[src/rtl/tdc_packetizer.sv]
// -----------------------------------------------------------------------------
// tdc_packetizer
//
// Sits in front of the byte-serial UART transmitter. TDC measurement words are
// queued in a small FIFO and each one is sent as a frame:
//
//    SYNC, data byte 0 (MSB) .. data byte NB-1 (LSB), XOR checksum
//
// NB = ceil(WIDTH/8). When WIDTH is not a multiple of 8, the top byte is
// zero-padded. The checksum covers the data bytes only.
//
// The transmitter keeps reading axi_data while it serialises a byte. After a
// transfer, the FSM therefore parks in HOLD with axi_valid low and axi_data
// frozen. It moves on only when it samples axi_ready high again, which means
// the transmitter has finished shifting the previous byte out.
//
// Ports
//    clk           clock
//    rst           asynchronous, active-high reset
//    meas_valid    one-cycle strobe qualifying meas_data (no backpressure)
//    meas_data     measurement word, WIDTH bits
//    axi_valid     byte available to the transmitter
//    axi_ready     transmitter idle and able to take a byte
//    axi_data      byte to transmit
//    fifo_level    words currently queued (0..DEPTH)
//    overflow_cnt  measurements dropped because the FIFO was full (saturates)
// -----------------------------------------------------------------------------
module tdc_packetizer #(
   parameter int         WIDTH = 16,
   parameter int         DEPTH = 4,
   parameter logic [7:0] SYNC  = 8'hA5
) (
   input  logic                     clk,
   input  logic                     rst,
   input  logic                     meas_valid,
   input  logic [WIDTH-1:0]         meas_data,
   output logic                     axi_valid,
   input  logic                     axi_ready,
   output logic [7:0]               axi_data,
   output logic [$clog2(DEPTH):0]   fifo_level,
   output logic [7:0]               overflow_cnt
);

   localparam int NB = (WIDTH + 7) / 8;     // data bytes per frame
   localparam int PW = NB * 8;              // padded word width
   localparam int AW = $clog2(DEPTH);       // FIFO pointer width
   localparam int LW = AW + 1;              // FIFO level width
   localparam int IW = $clog2(NB + 2);      // byte index width, counts 0..NB+1

   typedef enum logic [1:0] {
      IDLE,
      SEND,
      HOLD
   } state_t;

   // ---------------------------------------------------------------------------
   // FIFO
   // ---------------------------------------------------------------------------
   logic [WIDTH-1:0] mem [DEPTH];
   logic [AW-1:0]    wr_ptr;
   logic [AW-1:0]    rd_ptr;
   logic             full;
   logic             empty;
   logic             push;
   logic             pop;
   logic             drop;

   assign full  = (fifo_level == LW'(DEPTH));
   assign empty = (fifo_level == '0);

   // A pop in the same cycle frees a slot, so a push into a full FIFO is
   // still accepted then. The write and read slots can coincide in that
   // case. The frame register captures the old head before the new word
   // lands.
   assign push = meas_valid && (!full || pop);
   assign drop = meas_valid && full && !pop;

   always_ff @(posedge clk) begin
      if (push) begin
         mem[wr_ptr] <= meas_data;
      end
   end

   always_ff @(posedge clk or posedge rst) begin
      if (rst) begin
         wr_ptr       <= '0;
         rd_ptr       <= '0;
         fifo_level   <= '0;
         overflow_cnt <= '0;
      end else begin
         if (push) begin
            wr_ptr <= wr_ptr + AW'(1);
         end
         if (pop) begin
            rd_ptr <= rd_ptr + AW'(1);
         end
         case ({push, pop})
            2'b10:   fifo_level <= fifo_level + LW'(1);
            2'b01:   fifo_level <= fifo_level - LW'(1);
            default: fifo_level <= fifo_level;
         endcase
         if (drop && overflow_cnt != 8'hFF) begin
            overflow_cnt <= overflow_cnt + 8'd1;
         end
      end
   end

   // ---------------------------------------------------------------------------
   // Framing FSM
   //
   // idx counts the bytes presented after SYNC:
   //    idx < NB   -> next byte is data byte idx
   //    idx == NB  -> next byte is the checksum
   //    idx == NB+1 -> the checksum has gone, and the frame is done
   //
   // The frame register is shifted left one byte each time a data byte is
   // presented, so the next data byte is always its top byte. This works for
   // any NB without a variable part-select.
   // ---------------------------------------------------------------------------
   state_t         state;
   state_t         state_n;
   logic [IW-1:0]  idx;
   logic [IW-1:0]  idx_n;
   logic [7:0]     csum;
   logic [7:0]     csum_n;
   logic [PW-1:0]  frame;
   logic [PW-1:0]  frame_n;
   logic           valid_n;
   logic [7:0]     data_n;
   logic [7:0]     top_byte;

   assign top_byte = frame[PW-1 -: 8];

   always_comb begin
      state_n = state;
      valid_n = axi_valid;
      data_n  = axi_data;
      idx_n   = idx;
      csum_n  = csum;
      frame_n = frame;
      pop     = 1'b0;

      case (state)
         IDLE: begin
            if (!empty) begin
               pop     = 1'b1;
               frame_n = PW'(mem[rd_ptr]);
               data_n  = SYNC;
               valid_n = 1'b1;
               idx_n   = '0;
               csum_n  = '0;
               state_n = SEND;
            end
         end

         SEND: begin
            if (axi_ready) begin
               valid_n = 1'b0;
               state_n = HOLD;
            end
         end

         HOLD: begin
            // axi_ready high here means the previous byte has been fully
            // serialised, so axi_data can now change.
            if (axi_ready) begin
               if (idx == IW'(NB + 1)) begin
                  state_n = IDLE;
               end else if (idx == IW'(NB)) begin
                  data_n  = csum;
                  valid_n = 1'b1;
                  idx_n   = idx + IW'(1);
                  state_n = SEND;
               end else begin
                  data_n  = top_byte;
                  csum_n  = csum ^ top_byte;
                  frame_n = frame << 8;
                  valid_n = 1'b1;
                  idx_n   = idx + IW'(1);
                  state_n = SEND;
               end
            end
         end

         default: begin
            state_n = IDLE;
            valid_n = 1'b0;
         end
      endcase
   end

   always_ff @(posedge clk or posedge rst) begin
      if (rst) begin
         state     <= IDLE;
         axi_valid <= 1'b0;
         axi_data  <= '0;
         idx       <= '0;
         csum      <= '0;
         frame     <= '0;
      end else begin
         state     <= state_n;
         axi_valid <= valid_n;
         axi_data  <= data_n;
         idx       <= idx_n;
         csum      <= csum_n;
         frame     <= frame_n;
      end
   end

endmodule

[config.mk]
export PLATFORM = sky130hd
export DESIGN_NAME = tdc_packetizer
export DESIGN_NICKNAME = d
export VERILOG_FILES = /design/src/rtl/tdc_packetizer.sv
export SDC_FILE = /design/constraint.sdc
export NUM_CORES = 1
export LEC_CHECK = 0
export CORE_MARGIN = 1.5
export CORE_UTILIZATION = 55
export DETAILED_ROUTE_END_ITERATION = 10
export GPL_ROUTABILITY_DRIVEN = 0
export PLACE_DENSITY = 0.84
export SLEW_MARGIN = 20
export SYNTH_ARGS = -nofsm -noshare
export SYNTH_HDL_FRONTEND = slang
export SYNTH_SLANG_ARGS = --single-unit
[constraint.sdc]
create_clock -name clk -period 6.1 [get_ports clk]
set_input_delay 1.22 -clock clk [delete_from_list [all_inputs] [get_ports clk]]
set_output_delay 1.22 -clock clk [all_outputs]
set_load 0.05 [all_outputs]
After elaboration in Yosys (flattened, before gate mapping):

Memory sizes are Yosys's and may differ from the RTL's.
Index checks and enable logic that the tools add are counted.

* word-level logic and storage cells: 80
* latch bits: 0
* bits in registers: 52
* ROM bits: 0
* bits of input ports: 20
* memory bits (writable): 64
* memories: 1

* multiply operators: 0
* shift operators: 0
* bitwise gates (word level): 1
* magnitude comparators: 0
* mux-type cells: 34
* div/mod/pow operators: 0
* reduce and logical (&&, ||, !) cells: 15
* equal/unequal tests: 13
* $add $sub $neg: 6

Memory list
* mem: words 4, width 16, read ports 1, clocked after memory_dff 0, write ports 1, line 59 `logic [WIDTH-1:0] mem [DEPTH];`

Operators by type and width (count)
* $mux W16: 4
* $mux W8: 8
* $pmux W16 S2: 1
* $pmux W8 S2: 2
* $mux W2: 6
* $ne A2 B2 Y1 const B: 5
* $mux W1: 9
* $add A8 B1 Y8 const B: 1
* $eq A2 B2 Y1 const B: 4
* $ne A8 B8 Y1 const B: 1
* $reduce_and A4 Y1: 2
* $xor A8 B8 Y8: 1
* $add A2 B1 Y2 const B: 3
* $pmux W2 S3: 1
* $pmux W3 S2: 1
* $reduce_and A5 Y1: 1
* $eq A2 B1 Y1 const B: 2
* $logic_and A1 B1 Y1: 4
* $pmux W2 S2: 1
* $reduce_bool A2 Y1: 2
* $add A3 B1 Y3 const B: 1
* $eq A3 B3 Y1 const B: 1
* $logic_not A3 Y1: 1
* $pmux W1 S3: 1
* 5 further kinds: 6

Longest topological paths before layout:

* word-level depth: 7
* mapped depth: 10
* gate-level depth less buffers: 8

Least setup slack after synthesis:

No wires, ideal clock.

* kind: input to register
* start point: input port meas_valid
* end point: register fifo_level[2]
* slack: 3.454 ns
* cell stages on the path: 7
* arrival time: 2.520 ns
* required time: 5.974 ns
* cells stage by stage: nor3_1 inv_1 fa_1 nor4b_1 a22oi_1 nor2_1 a221o_1

* longest elaborated chain between the ends: 3
* elaborated cells on any way between the ends: 5

RTL lines
* from (decl): line 35 `input logic meas_valid,`
* $logic_and A1 B1 Y1 *: line 75 `assign push = meas_valid && (!full || pop);`
* $eq A2 B1 Y1 or $eq A2 B2 Y1 (tied branches): line 97 `case ({push, pop})`
* $pmux W3 S2 or $reduce_bool A2 Y1 (tied branches)
* to (signal assigned): line 98 `2'b10: fifo_level <= fifo_level + LW'(1);`
* to (signal assigned): line 99 `2'b01: fifo_level <= fifo_level - LW'(1);`
* to (signal assigned): line 100 `default: fifo_level <= fifo_level;`
* to (decl): line 40 `output logic [$clog2(DEPTH):0] fifo_level,`

Every way passes the cells marked *; elsewhere a longest branch is shown, timed or not.
A chain may end at the register's enable or synchronous reset.

Worst setup path in the final report:

* start point: register fifo_level[2]
* end point: output port fifo_level[2]

No word-level cell between the ends.

==> flow_metrics.py <==
metrics = {
    "clock_tree": {
        "cts_tree": "done",
        "cts.sinks": 116,
        "clk_latency_ns": 0.51,
        "cts-htree-levels": 4,
        "clockBufferDepth": 2,
        "clk_pin_slew_worst_paths_ns": 0.06,
        "cts-resized-gates": 0,
        "cts_setup_buffers": 0,
        "holdBufCountCts": 0,
        "cts-root-buf": "clkbuf_8",
        "cts_made_buffers": 17,
    },
    "synthesis": {
        "synth_area_leaders": "edfxtp_1 39%, dfrtp_1 26%, mux4_2 7.3%, mux2i_1 1.8%, ha_1 1.8%",
        "synth_top_area_share": 0.391,
        "synthArstFlopShare": 0.448,
        "synth_edf_count": 64,
        "synth_area_um2": 4910,
        "synth_cell_types": 48,
        "synth.avg_cell_area_um2": 15.3,
        "ys_ff_latch": 116,
        "ys_seq_area_frac": 0.656,
        "yosys_warnings": 0,
        "synth.largest_area_cell": "edfxtp_1",
        "synthesis.instances": 322,
        "synth_fp_nets": 350,
        "ys.flop_type": "edfxtp_1",
    },
    "power": {
        "leakagePower_nw": 2.25,
        "total_power_mw": 3.29,
        "power_density_nw_per_um2": 554,
        "ir_drop_mv": 0.301,
    },
    "drt": {
        "drcViolationCount": 0,
        "vias_per_cell": 5.78,
        "drt-total-wl_um": 8930,
        "dr.first_iter.drc_count": 102,
        "postRouteAntennaNets": 0,
        "drt_first_pass_iters": 4,
        "vias": 2816,
        "wl_per_cell_um": 18.3,
    },
    "setup_path": {
        "required_ns": 4.88,
        "cp_top_family": "buffers and inverters",
        "worst_ep_arrival_time_ns": 1.83,
        "critPathCaptureType": "primary output",
        "crit_slowest_cell": "clkdlybuf4s50_1",
        "cp_cell_sequence": "clkdlybuf4s50_1",
        "crit_buf_inv": 1,
        "path_max_fanout": 7,
        "crit_cells": 1,
        "cp-start-kind": "register",
        "critPathKind": "reg -> out",
        "reg2reg_depth": 7,
        "crit_path_max_incr_delay_ns": 0.85,
    },
    "placement": {
        "portBuffers": 39,
        "placed_cell_area_um2": 5340,
        "place_hpwl_um": 5630,
    },
    "floorplan": {
        "die_h_um": 97.5,
        "core_um2": 8680,
        "die_w_um": 97.5,
        "initial_utilization": 0.566,
        "io_pins": 40,
        "row_count": 34,
        "dieArea_um2": 9510,
    },
    "timing": {
        "finalCritPeriodShare": 0.500,
        "setup_violations": 0,
        "period_minus_slack_ns": 3.05,
        "slew_headroom": 0.414,
        "fin_skew_ns": 0.00917,
        "worstMarginPinSlew_ns": 0.878,
        "finalSetupTns_ns": 0,
        "slew_violations": 0,
        "max_freq_mhz": 328,
        "rsz0062_at_grt": "no",
        "hold_viol": 0,
    },
    "status": {
        "status": "completed",
    },
    "global_route": {
        "gr-total-overflow": 0,
        "grt_max_degree": 53,
        "track_usage": 0.205,
        "grt_pass1_wl_um": 15000,
        "grt_antenna_before_repair": 0,
        "grt_pass1_vias": 2959,
    },
    "finish": {
        "drive_above_1_share": 0.172,
        "utilization": 0.684,
        "fin_area_um2": 5940,
        "n_fill_cell": 586,
        "diodes": 0,
        "final_nets": 394,
        "syn_to_final_growth_pct": 20.8,
    },
    "min_path": {
        "hold_depth": 1,
        "hold_class": "reg -> reg",
    },
    "run": {
        "drv_cap": 0,
    },
}
==> cells by family (layout without fill, tap and decap cells) <==
| kind of cell | after synthesis | after routing | synth area share |
|---|---|---|---|
| adders and majority gates | 8 | 8 | 0.0219 |
| and+or+nand+nor | 64 | 64 | 0.0698 |
| buffers and inverters | 34 | 91 | 0.0372 |
| xor gates and xnor gates | 9 | 9 | 0.0160 |
| AOI/OAI and AO/OA | 64 | 64 | 0.103 |
| DFF | 116 | 116 | 0.656 |
| muxes | 27 | 27 | 0.0962 |
==> per-layer routing <==
layer | up-vias | GRT usage | wire, µm
met5 | - | 0 | 0
met4 | 0 | 0.0462 | 34
met3 | 4 | 0.0691 | 318
met2 | 56 | 0.330 | 4540
met1 | 1441 | 0.274 | 4030
li1 | 1315 | - | -
==> layout by cell type (no fill, tap or decap), types with 9 or more instances in the layout <==
| cell | synthesis | final |
|---|---|---|
| edfxtp_1 | 64 | 64 |
| o211ai_1 | 9 | 9 |
| inv_1 | 19 | 18 |
| nand2_1 | 22 | 22 |
| clkdlybuf4s50_1 | 0 | 39 |
| clkbuf_16 | 0 | 16 |
| mux4_2 | 16 | 16 |
| mux2i_1 | 9 | 9 |
| a21oi_1 | 12 | 12 |
| dfrtp_1 | 52 | 51 |
==> worst paths after layout <==
path                                                start                     endpoint  slack, ns
worst max-delay path            fifo_level[2]$_DFFE_PP0P_                fifo_level[2]       3.05
worst min-delay path              axi_data[1]$_DFFE_PP0P_      axi_data[1]$_DFFE_PP0P_       0.50
worst max register to register       state[0]$_DFFE_PP0P_    fifo_level[2]$_DFFE_PP0P_       3.57
worst min register to register    axi_data[1]$_DFFE_PP0P_      axi_data[1]$_DFFE_PP0P_       0.50
max in group asynchronous                             rst        rd_ptr[0]$_DFFE_PP0N_       4.35
min in group asynchronous                             rst  overflow_cnt[0]$_DFFE_PP0P_       1.20
==> cells in the mapped netlist, types with 2 or more instances <==
| library cell | instances |
|---|---|
| nor2b_1 | 4 |
| a31oi_1 | 2 |
| mux2i_1 | 9 |
| a22oi_1 | 3 |
| o22ai_1 | 2 |
| nor4_1 | 2 |
| clkbuf_1 | 3 |
| a22oi_2 | 6 |
| nand2_1 | 22 |
| o21ai_0 | 3 |
| ha_1 | 7 |
| and2_1 | 5 |
| xnor2_1 | 8 |
| dfrtp_1 | 52 |
| a21oi_1 | 12 |
| inv_1 | 19 |
| nor2_1 | 5 |
| nand3_1 | 5 |
| mux2_2 | 2 |
| o211ai_1 | 9 |
| a2bb2oi_1 | 5 |
| or4_1 | 8 |
| mux4_2 | 16 |
| buf_6 | 6 |
| or2_0 | 2 |
| buf_2 | 5 |
| nor3_1 | 4 |
| o2bb2ai_1 | 5 |
| o21a_1 | 2 |
| edfxtp_1 | 64 |
| a22o_1 | 8 |
==> flip-flops by register name, indices dropped and copies added, names as in the netlist <==
signal,count
frame,16
idx,2
overflow_cnt,8
mem,64
axi_data,8
wr_ptr,2
state,2
rd_ptr,2
axi_valid,1
csum,8
fifo_level,3
==> worst reg2reg max path, stage by stage, from the launching register on <==
cell	delay, ns
dfrtp_1	0.50
or2_0	0.41
nor3_1	0.34
inv_1	0.10
fa_1	0.39
nor2b_1	0.24
a21oi_1	0.13
a221o_1	0.32
==> power by group <==
group          internal (mW)  switching (mW)
Sequential              1.07           0.191
Clock                  0.626           0.352
Combinational          0.451           0.602
==> area by class of cell <==
type | instances | area (µm²) | share of cell area
Timing Repair Buffer | 40 | 398 | 0.0670
Clock inverter | 14 | 179 | 0.0301
Clock buffer | 18 | 418 | 0.0704
Tap cell | 108 | 135 | 0.0228
Multi-Input combinational cell | 172 | 1510 | 0.255
Inverter | 19 | 72.6 | 0.0122
Sequential cell | 116 | 3220 | 0.543
==> stage by stage <==
stage | cells | worst slack, ns | hold slack (ns)
after floorplan | 322 | 3.45 | 0.473
after global placement | 455 | 2.82 | 0.478
after detailed placement | 455 | 2.69 | 0.483
after CTS | 487 | 3.03 | 0.499
after global routing | 487 | 2.98 | 0.516
final | 487 | 3.05 | 0.495
Power figures use the tool's default switching activity.
